File: config.mk
export PLATFORM = sky130hd
export DESIGN_NAME = hs_rr_arbiter_flat
export DESIGN_NICKNAME = d
export VERILOG_FILES = /design/src/rtl/hs_rr_arbiter_pkg.sv /design/src/rtl/hs_rr_arbiter_if.sv /design/src/rtl/hs_rr_arbiter_rr_grant.sv /design/src/rtl/hs_rr_arbiter.sv /design/src/flat_wrapper.sv
export SDC_FILE = /design/constraint.sdc
export NUM_CORES = 1
export LEC_CHECK = 0
export ABC_CLOCK_PERIOD_IN_PS = 5700
export CORE_UTILIZATION = 48
export DETAILED_ROUTE_END_ITERATION = 8
export GPL_ROUTABILITY_DRIVEN = 1
export PLACE_DENSITY_LB_ADDON = 0.3
export SLEW_MARGIN = 10
export SYNTH_ARGS = -nofsm -noshare
export SYNTH_HDL_FRONTEND = slang
export SYNTH_SLANG_ARGS = --single-unit
export TNS_END_PERCENT = 1
File: constraint.sdc
create_clock -name clk -period 5.7 [get_ports clk]
set_input_delay 1.71 -clock clk [delete_from_list [all_inputs] [get_ports clk]]
set_output_delay 1.71 -clock clk [all_outputs]
set_load 0.1 [all_outputs]
File: src/rtl/hs_rr_arbiter_pkg.sv
// Shared constants and the rotating-priority search used by the round-robin arbiter.
package hs_rr_arbiter_pkg;

  localparam int DEFAULT_N  = 4;
  localparam int DEFAULT_DW = 8;
  localparam int MAX_N      = 8;
  localparam int SEARCH_W   = 3;

  // First set bit of elig visiting ptr, ptr+1, ... (mod n); returns 0 when none is set.
  function automatic logic [SEARCH_W-1:0] rr_search(input logic [MAX_N-1:0]    elig,
                                                    input logic [SEARCH_W-1:0] ptr,
                                                    input int                  n);
    logic [SEARCH_W-1:0] idx;
    logic                found;
    int                  j;
    idx   = '0;
    found = 1'b0;
    for (int k = 0; k < MAX_N; k++) begin
      if (k < n) begin
        j = (int'(ptr) + k) % n;
        if (!found && elig[j[SEARCH_W-1:0]]) begin
          found = 1'b1;
          idx   = j[SEARCH_W-1:0];
        end
      end
    end
    return idx;
  endfunction

endpackage

File: src/rtl/hs_rr_arbiter_if.sv
// Upstream N-way request bus plus downstream single-beat bus of the round-robin arbiter.
interface hs_rr_arbiter_if
  import hs_rr_arbiter_pkg::*;
#(
  parameter int N   = DEFAULT_N,
  parameter int DW  = DEFAULT_DW,
  parameter int IDW = $clog2(N)
);

  // Every channel is valid/ready: a beat moves in a cycle where both are 1 at the rising edge.
  logic [N-1:0]    valid_pre_i;
  logic [N*DW-1:0] data_pre_i;
  logic [N-1:0]    ready_pre_o;
  logic [N-1:0]    req_mask_i;
  logic            valid_post_o;
  logic [DW-1:0]   data_post_o;
  logic [IDW-1:0]  id_post_o;
  logic            ready_post_i;

  modport master (
    output valid_pre_i, data_pre_i, req_mask_i, ready_post_i,
    input  ready_pre_o, valid_post_o, data_post_o, id_post_o
  );

  modport slave (
    input  valid_pre_i, data_pre_i, req_mask_i, ready_post_i,
    output ready_pre_o, valid_post_o, data_post_o, id_post_o
  );

endinterface

File: src/rtl/hs_rr_arbiter_rr_grant.sv
// Round-robin grant: one-hot grant, its index, and an any-eligible flag.
module rr_grant
  import hs_rr_arbiter_pkg::*;
#(
  parameter int N   = DEFAULT_N,
  parameter int IDW = $clog2(N)
) (
  input  logic [N-1:0]   eligible,
  input  logic [IDW-1:0] ptr,
  output logic [N-1:0]   grant,
  output logic [IDW-1:0] index,
  output logic           any
);

  logic [MAX_N-1:0]    elig_ext;
  logic [SEARCH_W-1:0] ptr_ext;
  logic [SEARCH_W-1:0] idx_ext;

  assign elig_ext = MAX_N'(eligible);
  assign ptr_ext  = SEARCH_W'(ptr);
  assign idx_ext  = rr_search(elig_ext, ptr_ext, N);

  assign any   = |eligible;
  assign index = IDW'(idx_ext);
  assign grant = any ? (N'(1) << index) : '0;

endmodule

File: src/rtl/hs_rr_arbiter.sv
// N-to-1 round-robin arbiter with a registered output stage backed by one skid register.
module hs_rr_arbiter
  import hs_rr_arbiter_pkg::*;
#(
  parameter int N   = DEFAULT_N,
  parameter int DW  = DEFAULT_DW,
  parameter int IDW = $clog2(N)
) (
  input  logic            clk,
  input  logic            rst_n,
  hs_rr_arbiter_if.slave  bus
);

  logic [N-1:0]   eligible;
  logic [N-1:0]   gnt;
  logic [IDW-1:0] gnt_idx;
  logic           gnt_any;
  logic           accept;
  logic           load_en;
  logic [DW-1:0]  in_data;

  logic [IDW-1:0] ptr_q;
  logic           out_valid_q;
  logic [DW-1:0]  out_data_q;
  logic [IDW-1:0] out_id_q;
  logic           skid_valid_q;
  logic [DW-1:0]  skid_data_q;
  logic [IDW-1:0] skid_id_q;

  assign eligible = bus.valid_pre_i & bus.req_mask_i;

  rr_grant #(.N(N), .IDW(IDW)) u_grant (
    .eligible (eligible),
    .ptr      (ptr_q),
    .grant    (gnt),
    .index    (gnt_idx),
    .any      (gnt_any)
  );

  // Upstream ready looks only at the skid, never at ready_post_i, so the stall path stays registered.
  assign bus.ready_pre_o = skid_valid_q ? '0 : gnt;
  assign accept          = gnt_any & ~skid_valid_q;
  assign load_en         = ~out_valid_q | bus.ready_post_i;
  assign in_data         = bus.data_pre_i[gnt_idx*DW +: DW];

  always_ff @(posedge clk or negedge rst_n) begin
    if (!rst_n) begin
      ptr_q        <= '0;
      out_valid_q  <= 1'b0;
      out_data_q   <= '0;
      out_id_q     <= '0;
      skid_valid_q <= 1'b0;
      skid_data_q  <= '0;
      skid_id_q    <= '0;
    end else begin
      if (accept) begin
        ptr_q <= (gnt_idx == IDW'(N-1)) ? '0 : gnt_idx + 1'b1;
      end
      if (load_en) begin
        if (skid_valid_q) begin
          out_valid_q  <= 1'b1;
          out_data_q   <= skid_data_q;
          out_id_q     <= skid_id_q;
          skid_valid_q <= 1'b0;
          skid_data_q  <= '0;
          skid_id_q    <= '0;
        end else if (accept) begin
          out_valid_q <= 1'b1;
          out_data_q  <= in_data;
          out_id_q    <= gnt_idx;
        end else begin
          out_valid_q <= 1'b0;
        end
      end else if (accept) begin
        // Output is held by a stall: park the beat so ordering is preserved.
        skid_valid_q <= 1'b1;
        skid_data_q  <= in_data;
        skid_id_q    <= gnt_idx;
      end
    end
  end

  assign bus.valid_post_o = out_valid_q;
  assign bus.data_post_o  = out_data_q;
  assign bus.id_post_o    = out_id_q;

endmodule

File: src/flat_wrapper.sv
// flat-port wrapper written by rule: the top's interface ports become plain ports
module hs_rr_arbiter_flat import hs_rr_arbiter_pkg::*;
#(
  parameter int N   = DEFAULT_N,
  parameter int DW  = DEFAULT_DW,
  parameter int IDW = $clog2(N)
)
  (clk, rst_n, bus_valid_pre_i, bus_data_pre_i, bus_req_mask_i, bus_ready_post_i, bus_ready_pre_o, bus_valid_post_o, bus_data_post_o, bus_id_post_o);
  hs_rr_arbiter_if #(.N(N), .DW(DW), .IDW(IDW)) bus_i ();
  input  logic clk;
  input  logic rst_n;
  input wire logic [$bits(bus_i.valid_pre_i)-1:0] bus_valid_pre_i;
  input wire logic [$bits(bus_i.data_pre_i)-1:0] bus_data_pre_i;
  input wire logic [$bits(bus_i.req_mask_i)-1:0] bus_req_mask_i;
  input wire logic [$bits(bus_i.ready_post_i)-1:0] bus_ready_post_i;
  output wire logic [$bits(bus_i.ready_pre_o)-1:0] bus_ready_pre_o;
  output wire logic [$bits(bus_i.valid_post_o)-1:0] bus_valid_post_o;
  output wire logic [$bits(bus_i.data_post_o)-1:0] bus_data_post_o;
  output wire logic [$bits(bus_i.id_post_o)-1:0] bus_id_post_o;
  assign bus_i.valid_pre_i = bus_valid_pre_i;
  assign bus_i.data_pre_i = bus_data_pre_i;
  assign bus_i.req_mask_i = bus_req_mask_i;
  assign bus_i.ready_post_i = bus_ready_post_i;
  assign bus_ready_pre_o = bus_i.ready_pre_o;
  assign bus_valid_post_o = bus_i.valid_post_o;
  assign bus_data_post_o = bus_i.data_post_o;
  assign bus_id_post_o = bus_i.id_post_o;
  hs_rr_arbiter #(.N(N), .DW(DW), .IDW(IDW)) u_core (.clk(clk), .rst_n(rst_n), .bus(bus_i));
endmodule
Word-level counts from Yosys, hierarchy flattened
Index checks and enable logic that the tools add are counted.
{"block": "totals", "regBits": 24, "in_bits": 43, "output_inout_bits": 15, "elab_cells": 71}
{"block": "classes", "n_addsub": 4, "n_lt_le_gt_ge": 4, "eq_ne": 2, "shifts": 2, "muxes": 30, "n_bitwise": 8, "n_reduce_logical": 14}
{"cell": "$mux W8", "n": 4}
{"cell": "$shiftx A32 B6 Y8", "n": 1}
{"cell": "$mux W2", "n": 9}
{"cell": "$lt A3 B4 Y1 const B", "n": 3}
{"cell": "$mux W1", "n": 11}
{"cell": "$bmux W1 S3", "n": 3}
{"cell": "$mux W4", "n": 2}
{"cell": "$reduce_or A2 Y1", "n": 3}
{"cell": "$add A2 B1 Y2 const B", "n": 2}
{"cell": "$add A2 B2 Y2 const B", "n": 2}
{"cell": "$and A4 B4 Y4", "n": 1}
{"cell": "$lt A2 B4 Y1 const B", "n": 1}
{"cell": "$reduce_and A2 Y1", "n": 2}
{"cell": "$reduce_bool A2 Y1", "n": 2}
{"cell": "$reduce_or A4 Y1", "n": 1}
{"cell": "$shl A1 B2 Y4 const A", "n": 1}
{"cell": "$and A1 B1 Y1 const A", "n": 3}
{"cell": "$logic_and A1 B1 Y1", "n": 3}
{"cell": "$logic_not A1 Y1", "n": 3}
{"cell": "$bmux W1 S2", "n": 1}
{"cell": "$eq A2 B2 Y1 const B", "n": 1}
{"cell": "$ne A2 B2 Y1 const B", "n": 1}
{"cell": "$not A1 Y1", "n": 2}
{"cell": "$and A1 B1 Y1", "n": 1}
{"cell": "$or A1 B1 Y1", "n": 1}

Depth between registers and ports, before layout
Gate-level depths: netlist of run 1.
{"block": "depth", "depth_word": 16, "ltp_mapped": 8, "ltp_nobuf": 6}

Hierarchy
Synthesis of run 1 repeated with hierarchy kept, for this count alone.
{"block": "unflattened", "cells_unflattened": 132, "area_unflattened_um2": 1496.4}
{"mod": "hs_rr_arbiter", "instances": 1, "cells_per_inst": 101, "area_each_um2": 1277.5, "seq_area_each_um2": 600.6}
{"mod": "rr_grant", "instances": 1, "cells_per_inst": 31, "area_each_um2": 219.0, "seq_area_each_um2": 0.0}

Worst setup path after synthesis of run 1
Ideal clock, no wire load.
{"block": "synth_path", "path_type": "input to output", "startpoint": "input bus_valid_pre_i[1]", "endpoint": "output bus_ready_pre_o[3]", "t_arrival_ps": 3411, "path_slack_ps": 579, "path_stages": 7, "n_path_buf": 2, "cell_sequence": "nand2_1 > and4b_1 > nor3_2 > buf_4 > buf_4 > ha_1 > and2_1"}
{"block": "synth_via", "elab_chain_len": 16, "elab_cells_between_ends": 26, "cone_classes": "shift: 1; mux: 17; bitwise: 1; reduce/logical: 7"}
{"item": "from (decl)", "line": "flat_wrapper.sv:12", "text": "input wire logic [$bits(bus_i.valid_pre_i)-1:0] bus_valid_pre_i;"}
{"item": "$and A4 B4 Y4 (*)", "line": "hs_rr_arbiter.sv:30", "text": "assign eligible = bus.valid_pre_i & bus.req_mask_i;"}
{"item": "$bmux W1 S2", "line": "hs_rr_arbiter_pkg.sv:21", "text": "if (!found && elig[j[SEARCH_W-1:0]]) begin"}
{"item": "$mux W1 (implied by the code)", "line": "hs_rr_arbiter_pkg.sv:21"}
{"item": "$mux W1", "line": "hs_rr_arbiter_pkg.sv:21"}
{"item": "$logic_not A1 Y1", "line": "hs_rr_arbiter_pkg.sv:21"}
{"item": "$logic_and A1 B1 Y1", "line": "hs_rr_arbiter_pkg.sv:21"}
{"item": "$mux W1", "line": "hs_rr_arbiter_pkg.sv:21"}
{"item": "$logic_not A1 Y1", "line": "hs_rr_arbiter_pkg.sv:21"}
{"item": "$logic_and A1 B1 Y1", "line": "hs_rr_arbiter_pkg.sv:21"}
{"item": "$mux W1", "line": "hs_rr_arbiter_pkg.sv:21"}
{"item": "$logic_not A1 Y1", "line": "hs_rr_arbiter_pkg.sv:21"}
{"item": "$logic_and A1 B1 Y1", "line": "hs_rr_arbiter_pkg.sv:21"}
{"item": "$mux W2", "line": "hs_rr_arbiter_pkg.sv:21"}
{"item": "$shl A1 B2 Y4", "line": "hs_rr_arbiter_rr_grant.sv:25", "text": "assign grant = any ? (N'(1) << index) : '0;"}
{"item": "$mux W4 (*)", "line": "hs_rr_arbiter_rr_grant.sv:25"}
{"item": "$mux W4 (*)", "line": "hs_rr_arbiter.sv:41", "text": "assign bus.ready_pre_o = skid_valid_q ? '0 : gnt;"}
{"item": "to (decl)", "line": "flat_wrapper.sv:16", "text": "output wire logic [$bits(bus_i.ready_pre_o)-1:0] bus_ready_pre_o;"}
Mark *: on every way between the ends. The rest lies on a longest branch, timed or not. The select of a mux whose other input is x is not followed.

Final worst setup path of run 1
{"block": "layout_path", "startpoint": "input bus_valid_pre_i[3]", "endpoint": "output bus_ready_pre_o[0]"}
The elaborated chain is that of the path after synthesis.

==> run_results.csv, run 1 <==
group,metric,value,unit
detailed_routing,routed_via_density,6.297,
place,port_buffers,57,
critical_path,cp_slowest_stage_delay,0.56,ns
place,place.gp.congestion,0.8333,
hold_path,min_path_type,"reg -> reg",
pwr,powerDensity,369.1,nW/um2
place,dp_hpwl,3245,um
sta,finalSetupViolCount,0,
clock_network,cts_tree,"built",
critical_path,crit_chain,"clkdlybuf4s50_1 > a21bo_2 > nand2_1 > a21oi_1 > inv_1 > ha_1 > and2_1 > buf_12",
synth,post-synth-top-count-cell,"nand4_1",
floorplanning,num_io_pins,58,
synth,synthCells,166,
floorplanning,start_util,51.38,%
critical_path,r2r_cells,5,
pwr,internal-power,0.0003914,W
synth,synth_common_cells,"nand4_1, dfrtp_1, nand2_1, o2111ai_1, mux2i_1",
clock_network,clock_sinks,24,
floorplanning,die_x,59.40,um
critical_path,worstPathArrival,3.60,ns
floorplanning,rows,20,
clock_network,clk_latency,0.32,ns
sta,relSlewSlack,28.10,%
synth,async_flop_share,100.0,%
synth,ys_top_cells_by_area,"dfrtp_1, nand4_1, o2111ai_1, mux2i_1, a22oi_1",
floorplanning,die_area,3528,um2
clock_network,clkTransAtPathRegs,0.13,ns
synth,avgSynthCellArea,9.527,um2
pwr,ir_drop,0.2054,mV
critical_path,r2r-end,"u_core.skid_data_q[3]$_DFFE_PN0P_",
detailed_routing,drt_wl_total,4470,um
synth,syn_nets,213,
detailed_routing,post_drt_wl_per_cell,17.26,um
pwr,sw_frac_of_total,52.15,%
critical_path,worstSetupEndpointType,"primary output",
synth,synth_top_cell_by_area,"dfrtp_1",
critical_path,critPathRequiredTime,3.99,ns
sta,tightest_slew,1.075,ns
pwr,p_seq_share,31.6,%
sta,hold_violations,0,
sta,slew_viol_final,0,
clock_network,cts_setup_buffers,0,
grt,grt_overflow_total,0,
critical_path,crit_slowest_cell,"clkdlybuf4s50_1",
grt,grt_pass1_wl,7300,um
synth,synth-seq-cells,24,
synth,netlist_area,1582,um2
detailed_routing,first_pass_iters,6,
grt,grt_usage,27.00,%
grt,antenna_found_initial,0,
pwr,p_comb_share,59.0,%
clock_network,cts_resized,0,
flow_run,cap_violations,0,
critical_path,timing.rr.start,"u_core.ptr_q[0]$_DFFE_PN0P_",
final_layout,fin_util,71.99,%
sta,fin_crit_sh,93.13,%
detailed_routing,drt_iter0_drc,108,
synth,ys_types,35,
critical_path,path_max_fanout,7,
clock_network,cts_hold_buf,0,
detailed_routing,ant_nets,0,
clock_network,cts_made_buffers,3,
hold_path,hp-start,"u_core.bus.id_post_o[1]$_DFFE_PN0P_",
pwr,p_switching,0.0004266,W
clock_network,clk_path_buf_depth,2,
final_layout,areaGrowthSynthToFinish,40.11,%
synth,synth.top_cell.area_share,37.97,%
sta,timing.fmax,0.1884,GHz
floorplanning,coreArea,3078,um2
clock_network,clk_root_buffer_cell,"clkbuf_4",
clock_network,cts-htree-levels,1,
hold_path,hold_depth,2,
run_status,outcome,"finished, final reports clean",
sta,rsz0062_at_grt,"false",
hold_path,holdPathEnd,"u_core.bus.id_post_o[1]$_DFFE_PN0P_",
final_layout,antenna_cells,0,
synth,seq_area_frac_synth,37.97,%
grt,grt_pass1_vias,1631,
pwr,power_frac_clock,9.4,%
sta,tns,0,ns
sta,post-route-min-period,5.308,ns
detailed_routing,drc,0,
critical_path,reg2reg_slack,3.64,ns
synth,synthFlopType,"dfrtp_1",
critical_path,crit_type,"in -> out",
floorplanning,fp.dieH,59.40,um
sta,fin_worst_skew,0.006358,ns
critical_path,start_kind,"input port",
grt,grt_start_max_net_pins,33,
final_layout,nNetsFinal,264,
final_layout,drive_gt1_share,8.372,%
pwr,p_leak,0.8785,nW
detailed_routing,route.vias.total,1631,
synth,synth_edf_count,0,
synth,ys_warn_count,0,
-- layout make-up --
| cell class | instances | area (um2) |
|---|---|---|
| repair buffers | 60 | 633.1 |
| multi-input cells | 126 | 894.6 |
| flip-flops and latches | 24 | 600.6 |
| inverters | 2 | 10.01 |
| fillers | 245 | 862.1 |
| clock buffers | 3 | 22.52 |
| well taps | 44 | 55.05 |
-- metal layers --
layer  wire length (um)  global-route usage, %  share of wire [%]  vias to the layer above
li1                   -                      -                  -                      763
met1               1865                  35.03                 42                      779
met2               2259                  45.91                 51                       83
met3                296                  3.493                6.6                        6
met4                 48                  9.524                1.1                        0
met5                  0                      0                  0                        -
-- per-stage QoR --
step | setup slack [ns] | hold slack [ns] | cell area (um2) | instances | power [W]
finish | 0.3918 | 0.5009 | 2216 | 259 | 0.0008180
CTS | 0.4158 | 0.5081 | 2216 | 259 | 0.0008151
floorplan | 0.5786 | 0.4587 | 1582 | 166 | 0.0006039
detailed placement | 0.4294 | 0.4793 | 2193 | 256 | 0.0007404
global route | 0.3109 | 0.5366 | 2216 | 259 | 0.0008555
global placement | 0.5186 | 0.4664 | 2193 | 256 | 0.0007305
-- worst max-delay path by stage --
| stage | start | end | slack [ns] | cells after the start |
|---|---|---|---|---|
| floorplan | bus_valid_pre_i[1] | bus_ready_pre_o[3] | 0.58 | 7 |
| global placement | bus_valid_pre_i[1] | bus_ready_pre_o[3] | 0.52 | 7 |
| detailed placement | bus_req_mask_i[3] | bus_ready_pre_o[0] | 0.43 | 8 |
| CTS | bus_req_mask_i[3] | bus_ready_pre_o[0] | 0.42 | 8 |
| global route | bus_valid_pre_i[3] | bus_ready_pre_o[0] | 0.31 | 8 |
| finish | bus_valid_pre_i[3] | bus_ready_pre_o[0] | 0.39 | 8 |
-- cells by family after synthesis --
kind of cell	share of synthesized area (%)
fa+ha+maj	3.165
flops	37.97
compound gates	19.30
mux	8.307
simple gates	25.79
buf+inv	5.459
-- layout by cell type, fill, tap and decap left out, types with 2 or more instances in the layout --
master            n
clkdlybuf4s50_1  53
nand4_1          32
dfrtp_1          24
nand2_1          16
o2111ai_1        16
mux2i_1          12
a22oi_1           9
and2_1            6
o21ai_0           5
nor2_1            4
ha_1              4
buf_12            4
clkbuf_4          3
buf_4             3
nor3_2            2
nand2b_1          2
nand3b_1          2
-- worst max-delay path, delay by kind of cell --
family	cells	cell delay [ns]
simple gates	2	0.22
buf+inv	3	0.86
fa+ha+maj	1	0.20
compound gates	2	0.61
-- sequential cells by signal, summed over array words and instances, names as in the netlist --
signal and flops:
u_core.skid_id_q 2, u_core.skid_valid_q 1, u_core.skid_data_q 8, u_core.bus.data_post_o 8
u_core.bus.id_post_o 2, u_core.bus.valid_post_o 1, u_core.ptr_q 2
-- power groups by stage --
stage,sequential [W],clock (W),combinational [W]
6_report,0.000258,0.0000767,0.000483
5_1_grt,0.000266,0.0000838,0.000506
4_1_cts,0.000257,0.0000757,0.000482
3_5_place_dp,0.000261,0,0.000480
3_3_place_gp,0.000259,0,0.000471
2_1_floorplan,0.000433,0,0.000171
Note: power is estimated with default switching activity, not from simulation.
==> run 2, diff against run 1 <==
--- a/config.mk
+++ b/config.mk
@@ -6,9 +6,13 @@
 export NUM_CORES = 1
 export LEC_CHECK = 0
 export ABC_CLOCK_PERIOD_IN_PS = 5700
-export CORE_UTILIZATION = 48
+export CELL_PAD_IN_SITES_DETAIL_PLACEMENT = 1
+export CELL_PAD_IN_SITES_GLOBAL_PLACEMENT = 1
+export CORE_ASPECT_RATIO = 1.4
+export CORE_UTILIZATION = 35
 export DETAILED_ROUTE_END_ITERATION = 8
 export GPL_ROUTABILITY_DRIVEN = 1
+export HOLD_SLACK_MARGIN = 0.05
 export PLACE_DENSITY_LB_ADDON = 0.3
 export SLEW_MARGIN = 10
 export SYNTH_ARGS = -nofsm -noshare
==> run 2 against run 1 <==
  * Clock power increased by 55%
  * First-iteration DRC count is 43% lower
  * Power is 6.3% higher
  * Largest cell class unchanged
==> run_results.csv, run 2 (synthesized netlist as in run 1, its figures left out) <==
group,metric,value,unit
run_status,outcome,"finished, final reports clean",
clock_network,cts_made_buffers,3,
hold_path,hp-start,"u_core.bus.id_post_o[1]$_DFFE_PN0P_",
sta,fin_worst_skew,0.002848,ns
final_layout,fin_area,2263,um2
final_layout,nNetsFinal,264,
grt,grt_start_max_net_pins,33,
pwr,powerDensity,384.2,nW/um2
clock_network,clk_path_buf_depth,2,
detailed_routing,drt_iter0_drc,62,
sta,hold_violations,0,
clock_network,cts_setup_buffers,0,
place,placed_cells,272,
detailed_routing,drc,0,
sta,post-route-min-period,5.283,ns
final_layout,layout_common_cells,"clkdlybuf4s50_1, nand4_1, dfrtp_1, nand2_1, o2111ai_1",
detailed_routing,route.vias.total,1690,
critical_path,crit_type,"in -> out",
floorplanning,die_x,58.81,um
critical_path,reg2reg_slack,3.49,ns
floorplanning,coreArea,4274,um2
sta,tns,0,ns
critical_path,crit_start,"bus_req_mask_i[0]",
clock_network,clkTransAtPathRegs,0.09,ns
detailed_routing,drt_wl_total,5407,um
clock_network,cts-htree-levels,1,
grt,grt_usage,23.43,%
detailed_routing,routed_via_density,6.123,
grt,grt_pass1_vias,1830,
sta,hold_slack,0.5003,ns
floorplanning,die_area,4795,um2
final_layout,final_cell_count_no_fill,276,
critical_path,worstPathArrival,3.57,ns
sta,finalSetupViolCount,0,
critical_path,start_kind,"input port",
sta,timing.fmax,0.1893,GHz
clock_network,cts_hold_buf,0,
final_layout,areaGrowthSynthToFinish,43.12,%
critical_path,worstSetupEndpointType,"primary output",
sta,relSlewSlack,29.87,%
flow_run,cap_violations,0,
grt,grt_overflow_total,0,
sta,rsz0062_at_grt,"false",
detailed_routing,first_pass_iters,4,
grt,antenna_found_initial,0,
critical_path,critPathRequiredTime,3.99,ns
detailed_routing,ant_nets,0,
sta,tightest_slew,1.046,ns
floorplanning,rows,28,
pwr,p_leak,0.8935,nW
pwr,finalPower,0.0008697,W
place,dp_hpwl,3906,um
pwr,ir_drop,0.1627,mV
final_layout,regArea,600.6,um2
clock_network,clk_root_buffer_cell,"clkbuf_8",
final_layout,final_common_cell,"clkdlybuf4s50_1",
clock_network,cts_tree,"built",
critical_path,timing.rr.start,"u_core.ptr_q[0]$_DFFE_PN0P_",
floorplanning,fp.dieH,81.54,um
clock_network,clk_latency,0.27,ns
clock_network,cts_resized,0,
floorplanning,num_io_pins,58,
hold_path,min_path_type,"reg -> reg",
sta,slew_viol_final,0,
final_layout,multi_input_area,894.6,um2
detailed_routing,post_drt_wl_per_cell,19.59,um
final_layout,fill_cells,518,
clock_network,clock_sinks,24,
place,port_buffers,57,
grt,grt_pass1_wl,8569,um
final_layout,antenna_cells,0,
place,place.gp.congestion,0.7608,
critical_path,path_max_fanout,7,
final_layout,drive_gt1_share,9.259,%
place,placed_cell_area,2213,um2
floorplanning,start_util,37.00,%
sta,fin_crit_sh,92.68,%
==> run 2: changes by cell type in the layout (fill, tap and decap cells not counted) <==
cell	before	now
buf_2	0	1
clkbuf_4	3	0
clkbuf_8	0	4
clkdlybuf4s50_1	53	52
==> run 2: power breakdown <==
group / total, W / internal [W] / switching [W]
sequential: 0.000262 / 0.000222 / 0.0000400
combinational: 0.000489 / 0.000145 / 0.000344
clock: 0.000119 / 0.0000618 / 0.0000574
total: 0.000870 / 0.000428 / 0.000441
==> run 2: worst paths after layout <==
check / cells past startpoint / to
setup / recovery: 8 / bus_ready_pre_o[0]
hold / removal: 2 / u_core.bus.id_post_o[1]$_DFFE_PN0P_
setup reg to reg: 5 / u_core.skid_data_q[0]$_DFFE_PN0P_
hold reg to reg: 2 / u_core.bus.id_post_o[1]$_DFFE_PN0P_
max in group asynchronous: 1 / u_core.ptr_q[1]$_DFFE_PN0P_
min in group asynchronous: 1 / u_core.bus.data_post_o[4]$_DFFE_PN0P_
==> run 2: worst max-delay path, cell delays in order <==
cell and delay [ns]:
clkdlybuf4s50_1 0.43, nand2_1 0.16, o21ai_0 0.17, a21oi_1 0.42, inv_1 0.13, ha_1 0.21
and2_1 0.16, buf_12 0.17
==> run 2: through the flow <==
step | worst slack [ns] | utilization [%]
2_1_floorplan | 0.5786 | -
3_3_place_gp | 0.5075 | 51.79
3_5_place_dp | 0.4237 | 51.79
4_1_cts | 0.4003 | 53.07
5_1_grt | 0.2065 | 52.96
6_report | 0.4174 | 52.96
==> run 2: final cells by class <==
| cell class | instances | area share, % |
|---|---|---|
| multi-input combinational | 126 | 39.52 |
| timing repair buffer | 60 | 27.75 |
| sequential | 24 | 26.53 |
| tap | 60 | 3.317 |
| clock buffer | 4 | 2.432 |
| inverter | 2 | 0.4422 |
==> run 2: metal layers <==
layer	GRT usage, %	share of wire, %
met1	26.87	39
met2	42.16	53
met3	2.992	5.5
met4	11.43	2.2
met5	0	0
==> run 3, diff against run 2 <==
--- a/config.mk
+++ b/config.mk
@@ -14,6 +14,7 @@
 export GPL_ROUTABILITY_DRIVEN = 1
 export HOLD_SLACK_MARGIN = 0.05
 export PLACE_DENSITY_LB_ADDON = 0.3
+export SKIP_CTS_REPAIR_TIMING = 1
 export SLEW_MARGIN = 10
 export SYNTH_ARGS = -nofsm -noshare
 export SYNTH_HDL_FRONTEND = slang
==> results of run 3 <==
No change in the layout: final DEF, timing and power equal those of run 2.
